$ cat src/rtl/r_fifo_wr_arb.sv
// Two-requester packet arbiter for the r_fifo write port: round-robin per packet,
// one header word tagging the source, FULL backpressure and idle-timeout abort.
module r_fifo_wr_arb #(
    parameter int DW      = 8,
    parameter int TIMEOUT = 16
) (
    input  logic          CLOCK,
    input  logic          RESET,
    input  logic          REQ0,
    input  logic          REQ1,
    input  logic          VALID0,
    input  logic          VALID1,
    input  logic          LAST0,
    input  logic          LAST1,
    input  logic [DW-1:0] DATA0,
    input  logic [DW-1:0] DATA1,
    output logic          GNT0,
    output logic          GNT1,
    output logic          READY0,
    output logic          READY1,
    output logic          ABORT,
    output logic [DW-1:0] FIFO_DATA,
    output logic          FIFO_WE,
    input  logic          FIFO_FULL
);

    typedef enum logic [1:0] {IDLE, HDR, XFER} state_t;

    localparam logic [7:0] CNT_LAST = 8'(TIMEOUT - 1);

    state_t        state, state_nxt;
    logic          src, rr, sel;
    logic [7:0]    cnt;
    logic          valid_s, last_s, acc, idle_tick, tmo;
    logic [DW-1:0] hdr;

    assign valid_s   = src ? VALID1 : VALID0;
    assign last_s    = src ? LAST1 : LAST0;
    assign acc       = (state == XFER) && valid_s && !FIFO_FULL;
    assign idle_tick = (state == XFER) && !valid_s && !FIFO_FULL;
    // An accepted word is never an idle cycle, so LAST always beats the timeout.
    assign tmo       = idle_tick && (cnt == CNT_LAST);
    assign sel       = (REQ0 && REQ1) ? ~rr : REQ1;

    always_comb begin
        hdr              = '0;
        hdr[DW-1:DW-4]   = 4'hA;
        hdr[0]           = src;
    end

    always_ff @(posedge CLOCK or negedge RESET) begin
        if (!RESET) begin
            state <= IDLE;
            src   <= 1'b0;
            rr    <= 1'b1;
            cnt   <= '0;
            GNT0  <= 1'b0;
            GNT1  <= 1'b0;
            ABORT <= 1'b0;
        end else begin
            state <= state_nxt;
            ABORT <= tmo;
            case (state)
                IDLE: begin
                    if (REQ0 || REQ1) begin
                        src  <= sel;
                        GNT0 <= ~sel;
                        GNT1 <= sel;
                    end
                end
                HDR: begin
                    if (!FIFO_FULL) cnt <= '0;
                end
                XFER: begin
                    if ((acc && last_s) || tmo) begin
                        GNT0 <= 1'b0;
                        GNT1 <= 1'b0;
                        rr   <= src;
                    end else if (acc) begin
                        cnt <= '0;
                    end else if (idle_tick) begin
                        cnt <= cnt + 8'd1;
                    end
                end
                default: ;
            endcase
        end
    end

    always_comb begin
        state_nxt = state;
        case (state)
            IDLE:    if (REQ0 || REQ1) state_nxt = HDR;
            HDR:     if (!FIFO_FULL) state_nxt = XFER;
            XFER:    if ((acc && last_s) || tmo) state_nxt = IDLE;
            default: state_nxt = IDLE;
        endcase
    end

    always_comb begin
        READY0    = 1'b0;
        READY1    = 1'b0;
        FIFO_WE   = 1'b0;
        FIFO_DATA = hdr;
        case (state)
            HDR: FIFO_WE = !FIFO_FULL;
            XFER: begin
                READY0    = !src && !FIFO_FULL;
                READY1    = src && !FIFO_FULL;
                FIFO_DATA = src ? DATA1 : DATA0;
                FIFO_WE   = valid_s && !FIFO_FULL;
            end
            default: ;
        endcase
    end

endmodule

$ cat config.mk
export PLATFORM = sky130hd
export DESIGN_NAME = r_fifo_wr_arb
export DESIGN_NICKNAME = d
export VERILOG_FILES = /design/src/rtl/r_fifo_wr_arb.sv
export SDC_FILE = /design/constraint.sdc
export NUM_CORES = 1
export LEC_CHECK = 0
export ABC_CLOCK_PERIOD_IN_PS = 5040
export CAP_MARGIN = 20
export CELL_PAD_IN_SITES_DETAIL_PLACEMENT = 0
export CELL_PAD_IN_SITES_GLOBAL_PLACEMENT = 1
export CORE_ASPECT_RATIO = 0.6
export CORE_MARGIN = 2
export CORE_UTILIZATION = 32
export DETAILED_ROUTE_END_ITERATION = 10
export PLACE_DENSITY_LB_ADDON = 0.1
export SLEW_MARGIN = 20
export SYNTH_ARGS = -nofsm -noshare
export SYNTH_HDL_FRONTEND = slang
export SYNTH_SLANG_ARGS = --single-unit
$ cat constraint.sdc
create_clock -name CLOCK -period 5.04 [get_ports CLOCK]
set_clock_uncertainty 0.2 [all_clocks]
set_input_delay 0.756 -clock CLOCK [delete_from_list [all_inputs] [get_ports CLOCK]]
set_output_delay 0.756 -clock CLOCK [all_outputs]
set_load 0.01 [all_outputs]
==> qor.yml, run 1 <==
global_route:
  grt_pass1_vias: 1027
  grt_start_max_net_pins: 17
  grt_pass1_wl_mm: 5.244
  grt_total_ovfl: 0
  grt_antenna_before_repair: 0
  grt_util_all_layers: 0.1697
critical_path:
  critical_path.max_fanout: 10
  worst-setup-path-type: "reg -> out"
  critPathSlowestCell: "sky130_fd_sc_hd__clkdlybuf4s50_1"
  category_of_the_worst_setup_path_capture_point: "output port"
  regToRegSetupSlack_ns: 2.35
  critical_path.startpoint_type: "flop"
  critPathMostFrequentCell: "sky130_fd_sc_hd__o21ai_0"
  worstPathRequired_ns: 4.08
  crit_chain: "inv_1, ha_1, clkinv_1, o21ai_0, o21ai_0, clkdlybuf4s50_1"
  critPathMaxStageDelay_ns: 0.51
  crit_arrival_ns: 2.46
power_and_ir_drop:
  static-leakage-power_nw: 0.6554
  power-per-cell-area_nw_per_um2: 451.0
  vdd.ir_drop.worst_mv: 0.2629
layout:
  antenna-diode-count: 0
  n_fill_cell: 341
  design.final.nets: 196
  synthToLayoutAreaGrowth_pct: 39.22
  drive_above_1_share: 0.07317
floorplan:
  num_rows: 16
  fp.dieArea_um2: 4100
  ioPinCount: 39
  fp.dieH_um: 50.41
  die-width_um: 81.35
  core-area_um2: 3343
  initial_utilization: 0.3436
synthesis:
  synth.yosys.seq_area_share: 0.3279
  synth-main-ff-cell: "sky130_fd_sc_hd__dfrtp_1"
  async_flop_share: 1.000
  synthTopCellsByArea: "sky130_fd_sc_hd__dfrtp_1 (31%), sky130_fd_sc_hd__mux2i_1 (7.8%), sky130_fd_sc_hd__ha_1 (6.5%)"
  synth-edff-count: 0
  synth-warning-count: 0
  synth.net_count: 157
  synth.top_cell.area_share: 0.3050
  synth.avg_cell_area_um2: 9.116
  mappedNetlistArea_um2: 1149
  ys_types: 37
  synth.ff_latch_count: 15
  dominant_cell_type_by_area_after_synthesis: "sky130_fd_sc_hd__dfrtp_1"
  syn_inst: 126
routing:
  detail_route.wl_per_cell_um: 15.89
  routed_wl_mm: 3.320
  postRouteAntennaNets: 0
  route.detailed.vias_per_inst: 5.455
  number_of_remaining_drc_errors: 0
  drt_pre_antenna_iters: 4
  drt-initial-drc-count: 65
  detailroute.via_count: 1140
timing:
  report.final.slew_viol_count: 0
  tightest_slew_ns: 0.9124
  timing.final.crit_share: 0.6771
  timing.final.crit_period_ns: 3.413
  achievable-frequency_ghz: 0.2930
  setup_viol: 0
  fin_setup_tns_ns: 0
  final_critical_path_setup_slack_ns: 1.627
  max-slew-margin-rel: 0.3871
  hold-worst-slack_ns: 0.3162
  hold_viol_final: 0
  setup_repair_after_global_routing_missed_its_margin: "no"
run_status:
  status: "finished clean"
clock_network:
  cts_inserted_buffers: 3
  post-cts-setup-buffer-count: 0
  clock_latency_ns: 0.25
  cts_sinks: 15
  h_tree_levels: 1
  ctsHoldBuffers: 0
  cts.clk_slew.worst_paths_ns: 0.06
  cts_repair_resize_count: 0
  cts_tree: "built"
  cts-root-to-sink-buffers: 2
  clockRootBuffer: "sky130_fd_sc_hd__clkbuf_8"
placement:
  detailedPlace.worstSlack_ns: 1.804
  port-buffer-count: 38
  place_hpwl_mm: 2.553
  gp_routability_congestion: 0.8798
job:
  count_of_max_cap_constraint_violations: 0
worst_hold_path:
  worstHoldPathType: "reg -> reg"
## stage by stage
stage,total power [mW],cells,cell area [um^2],utilization
floorplan,0.4819,126,1149,-
global placement,0.6138,205,1554,0.4648
detailed placement,0.6200,205,1554,0.4648
CTS,0.7235,209,1599,0.4783
global route,0.7773,209,1599,0.4783
finish,0.7212,209,1599,0.4783
## sequential cells by signal, indices dropped and copies added, names as in the netlist
| register | count |
|---|---|
| GNT1 | 1 |
| state | 2 |
| ABORT | 1 |
| rr | 1 |
| src | 1 |
| cnt | 8 |
| GNT0 | 1 |
## cells in the final DEF (no fill, tap or decap), drive strengths merged
cell,instances
a211oi,3
nand4,2
clkbuf,4
a21boi,1
mux2,3
nand3,9
o21ai,7
o2bb2ai,1
o311ai,2
and3,4
nand3b,2
nor4bb,1
nor4,5
o211ai,4
o31ai,2
nor3,2
or2,1
nand2b,2
mux2i,9
inv,9
o311a,1
dfstp,1
ha,6
nor3b,1
nand2,11
a22o,1
a21oi,3
clkinv,1
o22ai,5
clkdlybuf4s50,38
dfrtp,14
nor2,9
## worst paths after layout
check	start	endpoint	cells after the start
min reg2reg	GNT0	GNT0	1
max	state[0]	FIFO_DATA[0]	6
max in group asynchronous	RESET	cnt[5]	1
min in group asynchronous	RESET	cnt[1]	1
min	GNT0	GNT0	1
max reg2reg	state[0]	rr	6
## report_power, final
| group | leakage, nW | switching, mW | internal (mW) |
|---|---|---|---|
| Combinational | 0.437 | 0.190 | 0.209 |
| Sequential | 0.195 | 0.0583 | 0.164 |
| Clock | 0.0228 | 0.0436 | 0.0561 |
## layout make-up
cell class	count	area, um^2	area share
multi-input cells	97	703.2	0.4398
well taps	45	56.30	0.03521
inverters	10	37.54	0.02347
repair buffers	38	380.4	0.2379
flip-flops and latches	15	376.6	0.2355
clock buffers	4	45.04	0.02817
## worst max-delay path, delay by kind of cell (launching register included)
family | cells | cell delay [ns]
buffers and inverters | 3 | 1.06
flip-flops | 1 | 0.40
adder cells (fa/ha/maj) | 1 | 0.40
AO/OA/AOI/OAI | 2 | 0.34
## layer usage
layer,routed length [um],global-route usage,share of wire
met1,1648,0.2539,0.50
met2,1482,0.2473,0.45
met3,169,0.03957,0.051
met4,19,0.03390,0.0057
met5,0,0,0
## synthesized netlist by cell type (2+ instances only)
cell and number:
sky130_fd_sc_hd__nand2b_1 2, sky130_fd_sc_hd__dfrtp_1 14, sky130_fd_sc_hd__nand3b_1 2, sky130_fd_sc_hd__nand2_1 11, sky130_fd_sc_hd__mux2i_1 9, sky130_fd_sc_hd__o21ai_0 6, sky130_fd_sc_hd__ha_1 6, sky130_fd_sc_hd__nor4_1 5
sky130_fd_sc_hd__inv_1 9, sky130_fd_sc_hd__nor3_1 2, sky130_fd_sc_hd__a211oi_1 3, sky130_fd_sc_hd__o22ai_1 5, sky130_fd_sc_hd__mux2_4 3, sky130_fd_sc_hd__buf_6 2, sky130_fd_sc_hd__nor2_1 9, sky130_fd_sc_hd__o211ai_1 4
sky130_fd_sc_hd__nand4_1 2, sky130_fd_sc_hd__a21oi_1 2, sky130_fd_sc_hd__nand3_1 9, sky130_fd_sc_hd__and3_1 4
## cell families after synthesis
kind of cell / after synthesis / synth area share
AO/OA/AOI/OAI: 30 / 0.1983
flip-flops: 15 / 0.3279
adder cells (fa/ha/maj): 6 / 0.06536
AND/OR/NAND/NOR: 49 / 0.2309
buffers and inverters: 14 / 0.05990
multiplexers: 12 / 0.1176
(Power assumes the default switching activity.)
==> run 2: changes to the inputs <==
--- a/config.mk
+++ b/config.mk
@@ -5,13 +5,13 @@
 export SDC_FILE = /design/constraint.sdc
 export NUM_CORES = 1
 export LEC_CHECK = 0
-export ABC_CLOCK_PERIOD_IN_PS = 5040
+export ABC_CLOCK_PERIOD_IN_PS = 2820
 export CAP_MARGIN = 20
 export CELL_PAD_IN_SITES_DETAIL_PLACEMENT = 0
 export CELL_PAD_IN_SITES_GLOBAL_PLACEMENT = 1
 export CORE_ASPECT_RATIO = 0.6
 export CORE_MARGIN = 2
-export CORE_UTILIZATION = 32
+export CORE_UTILIZATION = 30
 export DETAILED_ROUTE_END_ITERATION = 10
 export PLACE_DENSITY_LB_ADDON = 0.1
 export SLEW_MARGIN = 20
==> constraint.sdc (replaced) <==
create_clock -name CLOCK -period 2.82 [get_ports CLOCK]
set_clock_uncertainty 0.2 [all_clocks]
set_input_delay 0.423 -clock CLOCK [delete_from_list [all_inputs] [get_ports CLOCK]]
set_output_delay 0.423 -clock CLOCK [all_outputs]
set_load 0.01 [all_outputs]
==> run 2 against run 1 <==
Compared with the run above: worst hold slack worse by 0.0024 ns; sequential power grew 62%; sequential cell count stayed put; critical endpoint unchanged; highest routed layer unchanged.
==> qor.yml, run 2 (synthesis gave the netlist of run 1 again) <==
run_status:
  status: "finished clean"
critical_path:
  timing.critical_path.buf_inv: 3
  crit_chain: "inv_1, ha_2, clkinvlp_4, o21ai_0, o21ai_0, clkdlybuf4s50_1"
  critPathTopFamily: "buffers and inverters"
  worst-r2r-cell-count: 6
  critPathSlowestCell: "sky130_fd_sc_hd__clkdlybuf4s50_1"
  critPathMostFrequentCell: "sky130_fd_sc_hd__o21ai_0"
  worst-setup-path-type: "reg -> out"
  critical_path.startpoint_type: "flop"
  worstPathRequired_ns: 2.20
  category_of_the_worst_setup_path_capture_point: "output port"
  critPathMaxStageDelay_ns: 0.49
  regToRegSetupSlack_ns: 0.35
  timing.rr.end: "rr"
  crit_arrival_ns: 2.01
  regToRegStartpoint: "state[0]"
  critical_path.max_fanout: 7
timing:
  tightest_slew_ns: 0.7731
  hold-worst-slack_ns: 0.3138
  achievable-frequency_ghz: 0.3798
  report.final.slew_viol_count: 0
  timing.final.crit_period_ns: 2.633
  setup_viol: 0
  final_critical_path_setup_slack_ns: 0.1868
  setup_repair_after_global_routing_missed_its_margin: "no"
  timing.final.crit_share: 0.9337
  max-slew-margin-rel: 0.4830
  hold_viol_final: 0
  fin_setup_tns_ns: 0
global_route:
  grt_util_all_layers: 0.1652
  grt_start_max_net_pins: 16
  grt_pass1_vias: 1084
  grt_total_ovfl: 0
  grt_pass1_wl_mm: 5.568
  grt_antenna_before_repair: 0
layout:
  largest_register: "cnt"
  flip_flop_count_of_the_largest_register_after_layout: 8
  post-route-util: 0.4451
  layout.cells.most_common: "sky130_fd_sc_hd__clkdlybuf4s50_1"
  synthToLayoutAreaGrowth_pct: 42.59
  layout.cells.most_common_list: "sky130_fd_sc_hd__clkdlybuf4s50_1 (38), sky130_fd_sc_hd__dfrtp_1 (14), sky130_fd_sc_hd__nand2_1 (11)"
  reg.largest.list: "cnt (8), state (2)"
  drive_above_1_share: 0.1071
  antenna-diode-count: 0
  design_area_um2: 1638
  design.final.nets: 200
  stdcell_count: 215
power_and_ir_drop:
  total_switching_power_uw: 520.7
  internal_power_uw: 792.6
  seq_power_share: 0.275
  pwr-share-comb: 0.592
  total_power_mw: 1.313
  p_sw_frac: 0.3965
  static-leakage-power_nw: 0.6730
  share_clk_of_total_power: 0.134
  vdd.ir_drop.worst_mv: 0.3735
  power-per-cell-area_nw_per_um2: 801.8
placement:
  gp_routability_congestion: 0.7775
  place_inst: 211
  detailed_place.area_um2: 1587
  detailedPlace.worstSlack_ns: 0.1881
  port-buffer-count: 38
  place_hpwl_mm: 2.627
floorplan:
  initial_utilization: 0.3121
  die-width_um: 83.88
  num_rows: 17
  ioPinCount: 39
  fp.dieH_um: 51.93
  core-area_um2: 3680
  fp.dieArea_um2: 4356
worst_hold_path:
  worstHoldPathType: "reg -> reg"
  hold_path.startpoint: "cnt[3]"
  endpoint_with_the_worst_hold_slack: "cnt[3]"
  hold_path_cell_cnt: 1
clock_network:
  cts_sinks: 15
  post-cts-setup-buffer-count: 0
  h_tree_levels: 1
  clockRootBuffer: "sky130_fd_sc_hd__clkbuf_8"
  cts_inserted_buffers: 3
  cts-root-to-sink-buffers: 2
  cts_tree: "built"
  cts.clk_slew.worst_paths_ns: 0.06
  clock_latency_ns: 0.24
routing:
  routed_wl_mm: 3.246
  drt_pre_antenna_iters: 4
  route.detailed.vias_per_inst: 5.116
  drt-initial-drc-count: 60
  number_of_remaining_drc_errors: 0
  detailroute.via_count: 1100
  detail_route.wl_per_cell_um: 15.10
  postRouteAntennaNets: 0
job:
  count_of_max_cap_constraint_violations: 0
run 2: cell count changes in the layout (fill, tap and decap cells not counted):
cell	delta
sky130_fd_sc_hd__clkinvlp_4	+1
sky130_fd_sc_hd__buf_4	+4
sky130_fd_sc_hd__ha_2	+1
sky130_fd_sc_hd__ha_1	-1
sky130_fd_sc_hd__clkinv_1	-1
run 2: final cells by class:
class | count | area, um^2
Fill cell | 370 | 2042
Timing Repair Buffer | 42 | 410.4
Clock buffer | 4 | 45.04
Inverter | 10 | 41.29
Multi-Input combinational cell | 97 | 705.7
Tap cell | 47 | 58.81
Sequential cell | 15 | 376.6
run 2: worst max-delay path by stage:
stage                         start            to  slack [ns]  cells after the start
after floorplan            state[0]          GNT0        0.70                      8
after global placement       VALID0       FIFO_WE        0.24                      5
after detailed placement  FIFO_FULL            rr        0.19                      5
after CTS                  state[0]  FIFO_DATA[0]        0.06                      6
after global routing       state[0]  FIFO_DATA[0]        0.04                      6
final                      state[0]  FIFO_DATA[0]        0.19                      6
run 2: power groups by stage:
| stage | Sequential, mW | Combinational, mW | Clock (mW) |
|---|---|---|---|
| 6_report | 0.361 | 0.777 | 0.175 |
| 3_5_place_dp | 0.362 | 0.772 | 0 |
| 3_3_place_gp | 0.362 | 0.772 | 0 |
| 5_1_grt | 0.373 | 0.854 | 0.198 |
| 2_1_floorplan | 0.352 | 0.509 | 0 |
| 4_1_cts | 0.359 | 0.777 | 0.185 |
run 2: routing by layer:
layer  GRT usage  routed length, um  vias to the layer above
met5           0                  0                        -
met4     0.03495                 14                        0
met3     0.04603                124                        2
met2      0.2347               1318                       15
met1      0.2471               1788                      526
li1            -                  -                      557
run 2: repair_timing:
item / 4_1_cts / 5_1_grt
gates resized for setup: 0 / 2
hold buffers: 0 / 0
endpoints found under the setup margin: 0 / 5
